`src/rtl/tx_ipv4.sv`:
```
// tx_ipv4: IPv4 transmit framer; builds a 20-byte header with checksum, then streams the payload
module tx_ipv4 #(
  parameter int          OCT       = 8,
  parameter logic [7:0]  PROTOCOL  = 8'h11,
  parameter logic [7:0]  TTL       = 8'd64,
  parameter logic [15:0] FLAG_FRAG = 16'h4000
) (
  input  logic           TX_CLK,
  input  logic           rst,
  input  logic           func_en,
  input  logic [31:0]    ip_addr,
  input  logic [31:0]    tx_dst_ip,
  input  logic [15:0]    tx_payload_len,
  input  logic           tx_start,
  output logic           tx_busy,
  output logic           tx_ipv4_irq,
  input  logic           tx_payload_v,
  input  logic [OCT-1:0] tx_payload_data,
  output logic           tx_payload_rdy,
  output logic           tx_ipv4_data_v,
  output logic [OCT-1:0] tx_ipv4_data,
  input  logic           tx_ethernet_rdy
);
  typedef enum logic [2:0] {IDLE, CSUM, HDR, PAY, DRAIN} state_t;
  state_t         state_q, state_d;
  logic [31:0]    dst_q, dst_d, src_q, src_d;
  logic [15:0]    len_q, len_d, tot_q, tot_d, id_q, id_d, idcnt_q, idcnt_d;
  logic [15:0]    csum_q, csum_d, rem_q, rem_d;
  logic [4:0]     cnt_q, cnt_d;
  logic [OCT-1:0] data_q, data_d, hdr_byte;
  logic           valid_q, valid_d, busy_q, busy_d, irq_q, irq_d, load;
  logic [19:0]    s0, s1;
  logic [15:0]    s2;
  logic [159:0]   hdr;
  assign load = !valid_q || tx_ethernet_rdy;
  assign s0 = {4'h0, 16'h4500} + {4'h0, tot_q} + {4'h0, id_q} + {4'h0, FLAG_FRAG} + {4'h0, TTL, PROTOCOL}
            + {4'h0, src_q[31:16]} + {4'h0, src_q[15:0]} + {4'h0, dst_q[31:16]} + {4'h0, dst_q[15:0]};
  assign s1 = {4'h0, s0[15:0]} + {16'h0, s0[19:16]};
  assign s2 = s1[15:0] + {12'h0, s1[19:16]};
  assign hdr = {16'h4500, tot_q, id_q, FLAG_FRAG, TTL, PROTOCOL, csum_q, src_q, dst_q};
  assign hdr_byte = OCT'(hdr >> (8'd152 - {cnt_q, 3'b000}));
  assign tx_payload_rdy = (state_q == PAY) && load;
  assign tx_ipv4_data_v = valid_q;
  assign tx_ipv4_data = data_q;
  assign tx_busy = busy_q;
  assign tx_ipv4_irq = irq_q;
  // State and datapath registers; reset aborts any frame in flight
  always_ff @(posedge TX_CLK) begin
    if (rst) begin
      state_q <= IDLE;
      dst_q <= '0;
      src_q <= '0;
      len_q <= '0;
      tot_q <= '0;
      id_q <= '0;
      idcnt_q <= '0;
      csum_q <= '0;
      rem_q <= '0;
      cnt_q <= '0;
      data_q <= '0;
      valid_q <= 1'b0;
      busy_q <= 1'b0;
      irq_q <= 1'b0;
    end else begin
      state_q <= state_d;
      dst_q <= dst_d;
      src_q <= src_d;
      len_q <= len_d;
      tot_q <= tot_d;
      id_q <= id_d;
      idcnt_q <= idcnt_d;
      csum_q <= csum_d;
      rem_q <= rem_d;
      cnt_q <= cnt_d;
      data_q <= data_d;
      valid_q <= valid_d;
      busy_q <= busy_d;
      irq_q <= irq_d;
    end
  end
  // Next-state logic: latch on start, checksum, header bytes, payload pass-through, drain last byte
  always_comb begin
    state_d = state_q;
    dst_d = dst_q;
    src_d = src_q;
    len_d = len_q;
    tot_d = tot_q;
    id_d = id_q;
    idcnt_d = idcnt_q;
    csum_d = csum_q;
    rem_d = rem_q;
    cnt_d = cnt_q;
    data_d = data_q;
    valid_d = valid_q;
    busy_d = busy_q;
    irq_d = 1'b0;
    case (state_q)
      IDLE: if (tx_start && func_en && !irq_q) begin
        dst_d = tx_dst_ip;
        src_d = ip_addr;
        len_d = tx_payload_len;
        tot_d = tx_payload_len + 16'd20;
        id_d = idcnt_q;
        busy_d = 1'b1;
        state_d = CSUM;
      end
      CSUM: begin
        csum_d = ~s2;
        cnt_d = '0;
        rem_d = len_q;
        state_d = HDR;
      end
      HDR: if (load) begin
        data_d = hdr_byte;
        valid_d = 1'b1;
        cnt_d = cnt_q + 5'd1;
        if (cnt_q == 5'd19) state_d = (len_q == 16'd0) ? DRAIN : PAY;
      end
      PAY: if (load) begin
        valid_d = tx_payload_v;
        if (tx_payload_v) begin
          data_d = tx_payload_data;
          rem_d = rem_q - 16'd1;
          if (rem_q == 16'd1) state_d = DRAIN;
        end
      end
      DRAIN: if (valid_q && tx_ethernet_rdy) begin
        valid_d = 1'b0;
        irq_d = 1'b1;
        busy_d = 1'b0;
        idcnt_d = idcnt_q + 16'd1;
        state_d = IDLE;
      end
      default: state_d = IDLE;
    endcase
  end
endmodule

```
`config.mk`:
```
export PLATFORM = sky130hd
export DESIGN_NAME = tx_ipv4
export DESIGN_NICKNAME = d
export VERILOG_FILES = /design/src/rtl/tx_ipv4.sv
export SDC_FILE = /design/constraint.sdc
export NUM_CORES = 1
export LEC_CHECK = 0
export BUFFER_PORTS_ARGS = -buffer_cell sky130_fd_sc_hd__buf_2
export CAP_MARGIN = 10
export CORE_MARGIN = 2
export CORE_UTILIZATION = 61
export DETAILED_ROUTE_END_ITERATION = 8
export HOLD_SLACK_MARGIN = 0.05
export PLACE_DENSITY = 0.81
export SLEW_MARGIN = 10
export SYNTH_ARGS = -nofsm -noshare
export SYNTH_HDL_FRONTEND = slang
export SYNTH_SLANG_ARGS = --single-unit
```
`constraint.sdc`:
```
create_clock -name TX_CLK -period 9 [get_ports TX_CLK]
set_input_delay 0.9 -clock TX_CLK [delete_from_list [all_inputs] [get_ports TX_CLK]]
set_output_delay 0.9 -clock TX_CLK [all_outputs]
set_load 0.05 [all_outputs]
```
* After elaboration in Yosys (flattened, before gate mapping)
Cells that the tools add are included.
** Word-level totals
- Register bits after elaboration :: 179
- Bits of input ports :: 94
- Output and inout bits :: 12
- Word-level logic and storage cells :: 93
** Operators by class
- $add $sub $neg :: 15
- Equality and inequality tests :: 13
- Shift operators :: 1
- Mux-type cells :: 25
- Bitwise logic cells :: 2
- Reduce and logical (&&, ||, !) cells :: 23
** Operator list (number)
- >> shifter 159 x 8 -> 8 bit :: 1
- adder 20 x 16 -> 20 bit :: 4
- 2-to-1 mux 16 bit :: 2
- one-hot mux 16 bit (2 select lines) :: 1
- 2-to-1 mux 3 bit :: 8
- 2-to-1 mux 8 bit :: 3
- adder 19 x 15 -> 20 bit, second input constant :: 1
- adder 18 x 15 -> 19 bit, second input constant :: 1
- adder 17 x 16 -> 18 bit :: 1
- adder 15 x 16 -> 17 bit, first input constant :: 1
- adder 16 x 4 -> 17 bit :: 1
- adder 16 x 1 -> 16 bit :: 1
- adder 16 x 1 -> 16 bit, second input constant :: 1
- adder 16 x 5 -> 16 bit, second input constant :: 1
- == test 16 x 1 -> 1 bit, second input constant :: 1
- logical NOT 16 bit :: 1
- NOT 16 bit :: 1
- one-hot mux 8 bit (2 select lines) :: 1
- subtractor 16 x 1 -> 16 bit, second input constant :: 1
- one-hot mux 3 bit (5 select lines) :: 1
- != test 2 bit, second input constant :: 6
- one-hot mux 5 bit (2 select lines) :: 1
- AND reduction 4 bit :: 2
- nonzero test 2 bit :: 4
- other kinds (21) :: 33

* Longest topological paths before layout
- Depth in word-level cells :: 11
- Gate-level depth with buffers :: 36
- Mapped depth without buffers :: 34

* Worst setup path before layout
OpenSTA, ideal clock, no wires.
- Path kind :: flip-flop to flip-flop
- Start point :: reg src_q[4]
- End point :: reg csum_q[14]
- Library setup time :: 120 ps
- Arrival :: 7970 ps
- Data required time :: 8880 ps
- Slack :: 910 ps
- Cell stages (with the launch flop) :: 35
- Path buffers :: 1
- Clock period less this slack :: 8090 ps
- Path through :: dfxtp_1 > inv_1 > fa_1 > inv_1 > fa_1 > inv_1 > fa_1 > inv_1 > fa_1 > ha_1 > or2_2 > a311oi_2 > o31ai_1 > nand2_1 > a21oi_1 > a21oi_1 > nor2b_1 > nor2_1 > xor2_1 > fa_1 > nor2b_1 > o21ai_1 > nor4_2 > nor3b_2 > nand3_1 > nor4_1 > ha_1 > and3_1 > and4_1 > inv_1 > or4_1 > buf_2 > nor4_2 > a21oi_1 > o31a_1
** On the way
- Word-level cells in the longest chain between the ends :: 6
** Ends and longest elaborated chain
- from (decl) :: RTL line 26 : logic [31:0] dst_q, dst_d, src_q, src_d;
- from (signal assigned) :: RTL line 67 : src_q <= src_d;
- adder 20 x 16 -> 20 bit (3 in series) :: RTL line 37 : + {4'h0, src_q[31:16]} + {4'h0, src_q[15:0]} + {4'h0, dst_q[31:16]} + {4'h0, dst_q[15:0]};
- adder 16 x 4 -> 17 bit :: RTL line 38 : assign s1 = {4'h0, s0[15:0]} + {16'h0, s0[19:16]};
- adder 16 x 1 -> 16 bit :: RTL line 39 : assign s2 = s1[15:0] + {12'h0, s1[19:16]};
- NOT 16 bit :: RTL line 108 : csum_d = ~s2;
- to (signal assigned) :: RTL line 72 : csum_q <= csum_d;
- to (decl) :: RTL line 28 : logic [15:0] csum_q, csum_d, rem_q, rem_d;
No other way between the ends.
A chain may end at the register's enable or synchronous reset.

* Worst setup path in the final report
- Start point :: reg src_q[4]
- End point :: reg csum_q[12]
Same word-level chain as after synthesis.

==> impl_metrics.py <==
metrics = {
    "outcome": {
        "status": "finished clean",
    },
    "drt": {
        "avgRoutedWirePerCell_um": 18.0,
        "initialDrtViolationCount": 1159,
        "dr_total_vias": 10600,
        "highest_layer": "met4",
        "wl_um": 32200,
        "wl_met2_um": 14500,
        "first_pass_iters": 5,
        "route.met3.wl_um": 2720,
        "drc": 0,
        "antenna_left": 0,
        "wl_met1_um": 13600,
        "vias_per_cell": 5.91,
    },
    "placement": {
        "hpwl_um": 23600,
        "portBuffers": 105,
        "routabilityCongestion": 0.982,
        "place_inst": 1759,
    },
    "cells_and_area": {
        "fillers": 1482,
        "syn_to_final_growth_pct": 11.4,
        "drive_gt1_share_pct": 13.0,
        "stdcell_count": 1791,
        "multiInputGateArea_um2": 7380,
        "regArea_um2": 3540,
        "insertedDiodeCount": 0,
        "finalNetCount": 1722,
    },
    "floorplan": {
        "num_rows": 50,
        "dieWidth_um": 143,
        "dieHeight_um": 143,
        "io_pins": 106,
        "core_area_um2": 18800,
        "dieArea_um2": 20400,
        "initial_utilization_pct": 62.6,
    },
    "setup_path": {
        "crit_family": "adder cells",
        "reg2reg_depth": 33,
        "critPathArrivalTime_ns": 8.78,
        "crit_required_ns": 9.35,
        "cpPeakStageDelay_ns": 0.58,
        "r2r-start": "src_q[4]$_SDFFE_PP0P_",
        "critPathMaxFanout": 5,
        "r2r_setup_slack_ns": 0.57,
        "cp-end-kind": "flop",
        "critPathSlowestCell": "or4_1",
        "worstSetupStartpointType": "flop",
        "critPathKind": "reg -> reg",
        "critPathBufInv": 5,
        "r2r-end": "csum_q[12]$_SDFFE_PP0P_",
    },
    "grt": {
        "grt_pass1_vias": 10000,
        "grt_max_degree": 110,
        "grt_overflow_total": 0,
        "grt_pass1_wl_um": 51100,
        "antenna_found_initial": 0,
        "grt_usage_pct": 32.2,
    },
    "timing": {
        "fin_skew_ns": 0.0141,
        "fin_crit_ns": 8.43,
        "setup_viol": 0,
        "drv_slew": 0,
        "fin_tns_setup_ns": 0,
        "period_share_pct": 93.7,
        "max_freq_mhz": 119,
        "maxSlewHeadroom_pct": 25.6,
        "worstMarginPinSlew_ns": 1.12,
        "hold_viol": 0,
    },
    "clock_network": {
        "path_clk_slew_ns": 0.07,
        "cts_tree": "built",
        "worstSkewPairLatency_ns": 0.45,
        "root_buffer": "clkbuf_16",
        "cts-buffers-inserted": 17,
        "post_cts_buffers": 0,
        "clock_path_buffers": 2,
        "h-tree-depth": 4,
        "numClockSinks": 177,
    },
    "synth": {
        "synth_edf_count": 0,
        "syn_inst": 1462,
        "synth-seq-area-share_pct": 30.1,
        "synth_xor_area_share_pct": 4.89,
        "syn_area_per_cell_um2": 8.06,
        "yosys.area_share.adder_pct": 15.7,
        "synth_nets": 1666,
        "synthArstFlopShare_pct": 0,
        "ys_ff_latch": 177,
        "synth.distinct_cells": 74,
        "yosysWarnings": 0,
        "synth_area_um2": 11800,
        "synthFlopType": "dfxtp_1",
        "synth_top_family_by_area": "simple AND/OR/NAND/NOR gates",
        "synth_simple_gate_area_share_pct": 19.3,
        "synth_area_leaders": "dfxtp_1 (30%), fa_1 (11%), nand2_1 (8.1%)",
        "synth_mux_area_share_pct": 5.13,
        "synth_top_area_share_pct": 30.1,
        "synth_compound_area_share_pct": 17.1,
        "yosysTopAreaCell": "dfxtp_1",
    },
    "min_path": {
        "hold_class": "reg -> reg",
        "min_path_cells": 2,
        "min_from": "tx_ipv4_data[6]$_SDFFE_PP0P_",
        "min_to": "tx_ipv4_data[6]$_SDFFE_PP0P_",
    },
    "pwr": {
        "power-per-cell-area_nw_per_um2": 309,
        "peakVddDrop_mv": 0.147,
        "p_total_mw": 4.06,
        "p_leak_nw": 5.18,
    },
    "flow_run": {
        "drv_cap": 0,
    },
}
==> stage by stage <==
step / util, % / instance area, um^2 / hold WS [ns] / setup slack, ns
2_1_floorplan: - / 11800 / 0.431 / 0.910
3_3_place_gp: 66.0 / 12400 / 0.440 / 0.726
3_5_place_dp: 66.0 / 12400 / 0.444 / 0.411
4_1_cts: 69.4 / 13100 / 0.453 / 0.351
5_1_grt: 69.7 / 13100 / 0.474 / -0.0111
6_report: 69.7 / 13100 / 0.453 / 0.566
==> registers in the layout (all words and copies together), names as in the netlist <==
name	count
dst_q	32
src_q	32
csum_q	16
id_q	16
idcnt_q	16
len_q	16
rem_q	16
tot_q	14
tx_ipv4_data	8
cnt_q	5
state_q	3
tx_busy	1
tx_ipv4_data_v	1
tx_ipv4_irq	1
==> synth_stat cells (4+ instances only) <==
cell type	count
or4_1	4
a31oi_1	6
and3_1	11
nand4_1	6
xnor2_1	32
o22ai_1	9
a21oi_1	158
nand2_1	255
o21ai_0	41
o211ai_1	14
mux4_2	16
ha_1	47
xor2_1	32
o31ai_1	4
buf_2	4
nor4_1	10
nand3_1	31
nor2_1	111
a221oi_1	5
clkbuf_1	73
fa_1	63
nor3_1	13
mux2i_1	21
a211oi_1	32
inv_1	166
dfxtp_1	177
a21o_1	7
nor2b_1	9
o221ai_1	5
or2_2	6
nand2b_1	11
or3_1	10
==> timing repair <==
item	in CTS	in global routing
hold buffers	0	0
setup endpoints to repair	0	8
resized for setup	0	8
==> layout make-up <==
cell class	count	share of cell area (%)
clock buffers	17	3.24
multi-input cells	1039	56.2
flip-flops and latches	177	27.0
well taps	260	2.48
inverters	167	4.78
repair buffers	116	4.65
clock inverters	15	1.59
==> per-layer routing <==
metal  GRT usage, %  vias to the layer above
met1           43.6                     5002
li1               -                     5016
met4           13.6                        0
met2           49.4                      482
met5              0                        -
met3           7.85                       93
==> power breakdown <==
group | total (mW) | internal (mW) | switching (mW)
Combinational | 2.23 | 0.805 | 1.43
Sequential | 1.03 | 0.910 | 0.120
Clock | 0.793 | 0.407 | 0.387
==> worst max-delay path by stage <==
stage / startpoint / to / slack (ns) / cells past startpoint
after floorplan: src_q[4]$_SDFFE_PP0P_ / csum_q[14]$_SDFFE_PP0P_ / 0.91 / 34
after global placement: src_q[4]$_SDFFE_PP0P_ / csum_q[14]$_SDFFE_PP0P_ / 0.73 / 34
after detailed placement: src_q[4]$_SDFFE_PP0P_ / csum_q[14]$_SDFFE_PP0P_ / 0.41 / 34
after CTS: src_q[4]$_SDFFE_PP0P_ / csum_q[14]$_SDFFE_PP0P_ / 0.35 / 34
after global routing: src_q[4]$_SDFFE_PP0P_ / csum_q[12]$_SDFFE_PP0P_ / -0.01 / 33
final: src_q[4]$_SDFFE_PP0P_ / csum_q[12]$_SDFFE_PP0P_ / 0.57 / 33
==> cell usage in the layout, fill, tap and decap left out, types with 7 or more instances in the layout <==
cell       instances
xor2_1            32
ha_1              47
o21ai_0           40
and3_1            11
mux4_2            16
xnor2_1           32
nor2b_1            9
a211oi_1          32
mux2i_1           21
buf_2            104
nand3_1           31
inv_1            166
o211ai_1          14
a21oi_1          158
dfxtp_1          176
nor4_1             8
nor3_1            13
a21o_1             7
or3_1             10
fa_1              63
o22ai_1            9
nand2b_1          11
buf_4             12
clkbuf_16         17
nor2_1           110
nand2_1          255
==> worst min-delay path: cells and delay by family (launching register included) <==
family             cells  cell delay [ns]
AOI/OAI and AO/OA      1             0.05
and+or+nand+nor        1             0.05
DFF                    1             0.31
==> cells by family after synthesis <==
group | count (synthesis)
compound gates | 324
flops | 177
mux | 40
xor+xnor | 65
simple gates | 500
fa+ha+maj | 110
buf+inv | 246
Power figures use the tool's default switching activity.
